### src/rtl/csa_acc_pkg.sv
// Shared types and sizing helpers for the carry-save stream accumulator.
package csa_acc_pkg;

  typedef enum logic [1:0] {ACCUM, RESOLVE, DONE} state_t;

  // Result width: enough headroom for M operands of n bits.
  function automatic int calc_w(input int n, input int m);
    return n + $clog2(m);
  endfunction

  // Number of chunk cycles needed to resolve a w-bit redundant pair.
  function automatic int calc_r(input int w, input int chunk);
    return (w + chunk - 1) / chunk;
  endfunction

endpackage

### src/rtl/csa_compress32.sv
// Combinational W-bit 3:2 compressor; carry is returned pre-shifted by one.
module csa_compress32
  import csa_acc_pkg::*;
#(
  parameter int W = 7
) (
  input  logic [W-1:0] a,
  input  logic [W-1:0] b,
  input  logic [W-1:0] x,
  output logic [W-1:0] sum,
  output logic [W-1:0] carry
);

  logic [W-1:0] maj;

  assign sum   = a ^ b ^ x;
  assign maj   = (a & b) | (a & x) | (b & x);
  assign carry = {maj[W-2:0], 1'b0};

endmodule

### src/rtl/csa_accumulator.sv
// Sequential multi-operand adder: carry-save accumulate, then chunked resolve.
// Optional: define CSA_ACC_SIGNED_EN for two's complement operands and result.
module csa_accumulator
  import csa_acc_pkg::*;
#(
  parameter int N     = 4,
  parameter int M     = 8,
  parameter int CHUNK = 4,
  localparam int W    = calc_w(N, M),
  localparam int CW   = $clog2(M) + 1
) (
  input  logic          clk,
  input  logic          rst,
  input  logic          in_valid,
  output logic          in_ready,
  input  logic [N-1:0]  in_data,
  input  logic          in_last,
  output logic          out_valid,
  input  logic          out_ready,
  output logic [W-1:0]  out_sum,
  output logic [CW-1:0] out_count
);

  localparam int R  = calc_r(W, CHUNK);
  localparam int RW = R * CHUNK;
  localparam int IW = (R > 1) ? $clog2(R) : 1;

  state_t         state;
  logic [W-1:0]   s, c, x, s_nxt, c_nxt;
  logic [CW-1:0]  count;
  logic           cin;
  logic [IW-1:0]  idx;
  logic [W-1:0]   res;
  logic [RW-1:0]  s_pad, c_pad;
  logic [CHUNK:0] csum;

`ifdef CSA_ACC_SIGNED_EN
  assign x = {{(W-N){in_data[N-1]}}, in_data};
`else
  assign x = {{(W-N){1'b0}}, in_data};
`endif

  csa_compress32 #(.W(W)) u_cmp (
    .a     (s),
    .b     (c),
    .x     (x),
    .sum   (s_nxt),
    .carry (c_nxt)
  );

  // Pad the redundant pair so the last, possibly partial, chunk slices cleanly.
  assign s_pad = RW'(s);
  assign c_pad = RW'(c);
  assign csum  = {1'b0, s_pad[idx*CHUNK +: CHUNK]} + {1'b0, c_pad[idx*CHUNK +: CHUNK]}
               + {{CHUNK{1'b0}}, cin};

  always_ff @(posedge clk or posedge rst) begin
    if (rst) begin
      state     <= ACCUM;
      s         <= '0;
      c         <= '0;
      count     <= '0;
      cin       <= 1'b0;
      idx       <= '0;
      res       <= '0;
      in_ready  <= 1'b1;
      out_valid <= 1'b0;
    end else begin
      case (state)
        ACCUM: begin
          if (in_valid && in_ready) begin
            s     <= s_nxt;
            c     <= c_nxt;
            count <= count + CW'(1);
            if (in_last || count == CW'(M - 1)) begin
              state    <= RESOLVE;
              in_ready <= 1'b0;
            end
          end
        end
        RESOLVE: begin
          // Only bits below W are kept; the final carry-out falls off the top.
          for (int j = 0; j < W; j++)
            if (j / CHUNK == int'(idx)) res[j] <= csum[j % CHUNK];
          cin <= csum[CHUNK];
          if (idx == IW'(R - 1)) begin
            idx       <= '0;
            state     <= DONE;
            out_valid <= 1'b1;
          end else begin
            idx <= idx + IW'(1);
          end
        end
        DONE: begin
          if (out_ready) begin
            s         <= '0;
            c         <= '0;
            count     <= '0;
            cin       <= 1'b0;
            state     <= ACCUM;
            in_ready  <= 1'b1;
            out_valid <= 1'b0;
          end
        end
        default: state <= ACCUM;
      endcase
    end
  end

  assign out_sum   = res;
  assign out_count = count;

endmodule

### config.mk
export PLATFORM = sky130hd
export DESIGN_NAME = csa_accumulator
export DESIGN_NICKNAME = d
export VERILOG_FILES = /design/src/rtl/csa_acc_pkg.sv /design/src/rtl/csa_compress32.sv /design/src/rtl/csa_accumulator.sv
export SDC_FILE = /design/constraint.sdc
export NUM_CORES = 1
export LEC_CHECK = 0
export CORE_ASPECT_RATIO = 0.6
export CORE_UTILIZATION = 50
export DETAILED_ROUTE_END_ITERATION = 6
export DONT_BUFFER_PORTS = 1
export SLEW_MARGIN = 20
export SYNTH_ARGS = -nofsm -noshare
export SYNTH_HDL_FRONTEND = slang
export SYNTH_SLANG_ARGS = --single-unit
### constraint.sdc
create_clock -name clk -period 2.4 [get_ports clk]
set_clock_uncertainty 0.1 [all_clocks]
set_input_delay 0.48 -clock clk [delete_from_list [all_inputs] [get_ports clk]]
set_output_delay 0.48 -clock clk [all_outputs]
set_load 0.1 [all_outputs]
Word level (Yosys, flattened, before mapping)
Index checks and enable logic that the tools add are counted.

storage, ports and cells
  bits in read-only memories = 0
  memory bits (writable) = 0
  flip-flop bits (word level) = 31
  latch bits = 0
  memories kept = 0

cells by class
  muxes and demuxes = 22
  $mul = 0
  add/sub/neg operators = 4
  bitwise logic cells = 8
  divide/modulo/power cells = 0
  order comparisons = 0
  equality and inequality tests = 7
  reduce and logical (&&, ||, !) cells = 12
  shift operators = 2

operators with widths
  cell                 number
  $pmux 7 s2           2
  $mux 7               3
  $shiftx 8x4->4       2
  $and 6x4->6          2
  $or 6x6->6           2
  $mux 2               4
  $mux 4               2
  $ne 2x2->1 const B   4
  $pmux 4 s2           1
  $reduce_and 4->1     2
  $xor 7x4->7          1
  $xor 7x7->7          1
  $and 6x6->6          1
  $mux 1               6
  $pmux 1 s2           3
  $pmux 2 s3           1
  $reduce_and 2->1     3
  $reduce_and 3->1     2
  $add 4x4->5          1
  $add 5x1->5          1
  $add 4x1->4 const B  1
  $eq 4x3->1 const B   1
  $reduce_bool 2->1    2
  $eq 2x1->1 const B   1
  6 further kinds      6

Depth between registers and ports, before layout
  depth in word-level cells = 5
  mapped depth = 8
  depth with buffers taken out = 7

Cells and area by module
From an unflattened synthesis, not the netlist that was laid out.

second synthesis, totals
  cell total of the unflattened synthesis = 135
  area total of the unflattened synthesis = 1634.1 µm²

modules (own cells, without submodules)
  module           instances  area an instance (µm²)  cells an instance
  csa_accumulator  1          1478.9                  126
  csa_compress32   1          155.1                   9

Worst setup path after synthesis
No wires, ideal clock.

  path kind = flip-flop to flip-flop
  from = reg idx
  to = reg res[5], in the netlist out_sum[5]
  required time = 2.217 ns
  arrival time = 1.923 ns
  clock period less this slack = 2.107 ns
  slack = 0.293 ns
  stages on the path, launching flop included = 7
  setup time = 0.083 ns
  path through = dfrtp_1 -> buf_2 -> mux2_2 -> fa_1 -> inv_1 -> fa_1 -> o21ai_0

on the way
  longest elaborated chain between the ends = 3

RTL lines
  item                      RTL line               source
  start: declaration        csa_accumulator.sv:32  logic [IW-1:0] idx;
  start signal: assignment  csa_accumulator.sv:91  idx <= idx + IW'(1);
  $shiftx 8x4->4            csa_accumulator.sv:54  assign csum = {1'b0, s_pad[idx*CHUNK +: CHUNK]} + {1'b0, c_pad[idx*CHUNK +: CHUNK]}
  $add 4x4->5               csa_accumulator.sv:54
  $add 5x1->5               csa_accumulator.sv:55  + {{CHUNK{1'b0}}, cin};
  end: declaration          csa_accumulator.sv:33  logic [W-1:0] res;

Parallel ways exist; a longest one is shown, timed or not.
A chain may end at the register's enable or synchronous reset.

Final worst setup path
  from = reg idx
  to = reg cin

on the way
  longest elaborated chain between the ends = 4

RTL lines
  item                    RTL line               source
  $shiftx 8x4->4          csa_accumulator.sv:54
  $add 4x4->5 (*)         csa_accumulator.sv:54
  $add 5x1->5 (*)         csa_accumulator.sv:55
  $pmux 1 s2 (*)          csa_accumulator.sv:69  case (state)
  end signal: assignment  csa_accumulator.sv:85  cin <= csum[CHUNK];
  end: declaration        csa_accumulator.sv:31  logic cin;

Every way passes the cells marked *; elsewhere a longest branch is shown, timed or not.

==> flow_metrics.env <==
export IMPL_met1_usage_pct=28.3
export IMPL_clkSlewWorstSetupHoldPaths_ns=0.07
export IMPL_netlist_top_cell_by_area="sky130_fd_sc_hd__dfrtp_1"
export IMPL_initial_core_util_pct=53.8
export IMPL_setup_violations_final=0
export IMPL_cts_inserted_buffers=5
export IMPL_netlist_area_sq_mm=0.00158
export IMPL_yosysUniqueCellTypes=36
export IMPL_achievable_frequency_ghz=0.489
export IMPL_cellPowerDensity_mw_per_mm2=529
export IMPL_dr_total_vias=1071
export IMPL_rows=15
export IMPL_clkLatencyLatePin_ns=0.29
export IMPL_tritoncts_clock_tree="built"
export IMPL_yosys_area_share_xor_xnor_pct=0.556
export IMPL_filler_cell_count=254
export IMPL_grt_first_pass_wirelength_mm=4.73
export IMPL_tightestPinTransition_ns=0.907
export IMPL_grt_setup_unrepaired="false"
export IMPL_syn_inst=134
export IMPL_final_period_minus_worst_setup_slack_ns=2.04
export IMPL_yosys_cell_count_top_type="sky130_fd_sc_hd__dfrtp_1"
export IMPL_cts_root_to_sink_buffers=2
export IMPL_crit_family="adder cells"
export IMPL_postSynth_topFlopCell="sky130_fd_sc_hd__dfrtp_1"
export IMPL_drt_initial_drc_count=58
export IMPL_drtPass1Iterations=4
export IMPL_post_cts_resized=0
export IMPL_outcome="finished, final reports clean"
export IMPL_slew_limit_headroom_pct=39.5
export IMPL_ant_nets=0
export IMPL_clk_root_buffer_cell="sky130_fd_sc_hd__clkbuf_8"
export IMPL_post_route_cell_area_sq_mm=0.00178
export IMPL_yosys_area_top_type_share_pct=46.0
export IMPL_clock_sinks=30
export IMPL_crit_type="reg -> reg"
export IMPL_synth_yosys_warnings=0
export IMPL_net_count_synth=155
export IMPL_grt_util_met2_pct=27.2
export IMPL_most_used_standard_cells_in_the_synthesized_netlist="sky130_fd_sc_hd__dfrtp_1 (29), sky130_fd_sc_hd__a22o_1 (13), sky130_fd_sc_hd__nand2_1 (10), sky130_fd_sc_hd__o21ai_0 (10), sky130_fd_sc_hd__ha_1 (7)"
export IMPL_cp_depth=8
export IMPL_place_port_buffers=0
export IMPL_globalRoute_totalOverflow=0
export IMPL_final_routed_wirelength_mm=2.87
export IMPL_synth_ff_latch_count=30
export IMPL_total_negative_slack_for_setup_checks_ns=0
export IMPL_largest_family_of_logic_cells_by_synthesized_area="compound AO/OA/AOI/OAI gates"
export IMPL_peakVddDrop_mv=0.310
export IMPL_design_die_area_sq_mm=0.00339
export IMPL_crit_buf_inv=2
export IMPL_reg2reg_from="idx$_DFFE_PP0P_"
export IMPL_maximum_number_of_pins_on_one_net_before_global_route_repair=31
export IMPL_cts_htree_levels=2
export IMPL_p_leak_nw=0.863
export IMPL_synth_area_mux_share_pct=5.08
export IMPL_post_synth_and_or_nand_nor_area_fraction_pct=15.4
export IMPL_synth_yosys_seq_area_share_pct=47.7
export IMPL_postPlaceCellArea_sq_mm=0.00169
export IMPL_detailedPlacementHpwl_mm=2.11
export IMPL_drt_vias_per_instance=5.61
export IMPL_grt_pass1_vias=1001
export IMPL_maxCapViolCount=0
export IMPL_max_stage_delay_ns=0.39
export IMPL_layout_area_overhead_vs_synth_pct=12.9
export IMPL_core_sq_mm=0.00293
export IMPL_fin_total_pwr_uw=942
export IMPL_postSynth_asyncResetShare_pct=100
export IMPL_post_synth_fa_ha_maj_area_fraction_pct=11.9
export IMPL_finish_utilization_pct=60.8
export IMPL_drv_slew=0
export IMPL_critPathLaunchType="flip-flop"
export IMPL_r2r_cells=8
export IMPL_grtUsageTotal_pct=20.3
export IMPL_area_used_by_multi_input_combinational_logic_sq_um=763
export IMPL_layout_area_seq_sq_um=752
export IMPL_postCtsHoldBufs=0
export IMPL_ioPinCount=22
export IMPL_required_ns=2.49
export IMPL_grt_met3_usage_pct=7.96
export IMPL_remaining_drc_errors=0
export IMPL_critical_path_arrival_ns=2.13
export IMPL_wl_per_cell_um=15.0
export IMPL_synth_enable_flop_cells=0
export IMPL_antenna_found_initial=0
export IMPL_final_net_count=169
export IMPL_synth_compound_area_share_pct=15.5
export IMPL_gp_congestion=0.889
export IMPL_busiest_layer="met1"
export IMPL_r2r_setup_slack_ns=0.36
export IMPL_critical_path_cell_chain="buf_4, and2_1, fa_1, inv_1, fa_1, nor2b_1, o21ai_0, a221oi_1"
export IMPL_timing_hold_violations_final=0
export IMPL_r2r_end="cin$_DFFE_PP0P_"
export IMPL_n_antenna_cell=0
export IMPL_path_common_cell="sky130_fd_sc_hd__fa_1"
export IMPL_critical_path_peak_fanout=12
export IMPL_drive_gt1_share_pct=20.1
export IMPL_cts_setup_buffers=0
export IMPL_synthesis_area_per_instance_sq_um=11.8
export IMPL_cpMaxStageDelayCell="sky130_fd_sc_hd__fa_1"
export IMPL_worstHoldPathType="in -> async"
export IMPL_synth_top_cells_by_area="sky130_fd_sc_hd__dfrtp_1 (46%), sky130_fd_sc_hd__a22o_1 (7.2%), sky130_fd_sc_hd__fa_1 (6.3%)"
export IMPL_die_x_um=74.5
export IMPL_critPathCaptureType="flip-flop"
export IMPL_min_period_over_period_pct=85.2
export IMPL_floorplan_die_height_um=45.5
## worst register-to-register path: stages, from the launching register on
cell                       delay (ns)
sky130_fd_sc_hd__dfrtp_1         0.35
sky130_fd_sc_hd__buf_4           0.19
sky130_fd_sc_hd__and2_1          0.16
sky130_fd_sc_hd__fa_1            0.20
sky130_fd_sc_hd__inv_1           0.06
sky130_fd_sc_hd__fa_1            0.39
sky130_fd_sc_hd__nor2b_1         0.14
sky130_fd_sc_hd__o21ai_0         0.09
sky130_fd_sc_hd__a221oi_1        0.26
## power breakdown
group | total, mW | switching, mW | internal [mW]
clock | 0.421 | 0.190 | 0.231
combinational | 0.0148 | 0.0113 | 0.00350
sequential | 0.506 | 0 | 0.506
## worst max-delay path by stage
stage | startpoint | end | slack, ns
final | idx$_DFFE_PP0P_ | cin$_DFFE_PP0P_ | 0.36
after global routing | idx$_DFFE_PP0P_ | cin$_DFFE_PP0P_ | 0.19
after CTS | idx$_DFFE_PP0P_ | cin$_DFFE_PP0P_ | 0.36
after detailed placement | idx$_DFFE_PP0P_ | cin$_DFFE_PP0P_ | 0.38
after global placement | idx$_DFFE_PP0P_ | out_sum[5]$_DFFE_PP0P_ | 0.48
after floorplan | idx$_DFFE_PP0P_ | out_sum[5]$_DFFE_PP0P_ | 0.29
## placed cells by master (no fill, tap or decap), types with 3 or more instances in the layout
| master | instances |
|---|---|
| sky130_fd_sc_hd__a21oi_1 | 5 |
| sky130_fd_sc_hd__a22o_1 | 13 |
| sky130_fd_sc_hd__and3b_1 | 3 |
| sky130_fd_sc_hd__buf_4 | 13 |
| sky130_fd_sc_hd__clkbuf_8 | 6 |
| sky130_fd_sc_hd__dfrtp_1 | 29 |
| sky130_fd_sc_hd__fa_1 | 5 |
| sky130_fd_sc_hd__ha_1 | 7 |
| sky130_fd_sc_hd__inv_1 | 6 |
| sky130_fd_sc_hd__mux2_2 | 4 |
| sky130_fd_sc_hd__nand2_1 | 10 |
| sky130_fd_sc_hd__nand2b_1 | 4 |
| sky130_fd_sc_hd__nand3_1 | 3 |
| sky130_fd_sc_hd__nor2_1 | 3 |
| sky130_fd_sc_hd__nor2b_1 | 3 |
| sky130_fd_sc_hd__o21ai_0 | 10 |
## state kept, by name, summed over array words and instances, names as in the netlist
register and flops:
idx 1, cin 1, c 6, s 7, in_ready 1, state 2
out_count 4, out_sum 7, out_valid 1
## cell type report
cell class | instances | share of cell area (%)
Multi-Input combinational cell | 92 | 42.9
Sequential cell | 30 | 42.3
Timing Repair Buffer | 13 | 5.49
Clock buffer | 7 | 4.85
Tap cell | 42 | 2.95
Inverter | 6 | 1.27
Clock inverter | 1 | 0.281
## through the flow
stage          std cells  hold WS [ns]  setup slack, ns
2_1_floorplan        134         0.382            0.293
3_3_place_gp         183         0.366            0.477
3_5_place_dp         183         0.367            0.378
4_1_cts              191        0.0612            0.364
5_1_grt              191        0.0967            0.194
6_report             191        0.0436            0.355
## cell families after synthesis
logic type                 after synthesis
muxes                                    7
xor gates and xnor gates                 1
AOI/OAI and AO/OA                       35
and+or+nand+nor                         37
DFF                                     30
buffers and inverters                   12
adders and majority gates               12
## layer usage
layer  vias to the layer above  wire length [um]
li1                        512                 -
met1                       528              1480
met2                        25              1180
met3                         6               178
met4                         0                31
met5                         -                 0
(Power assumes the default switching activity.)
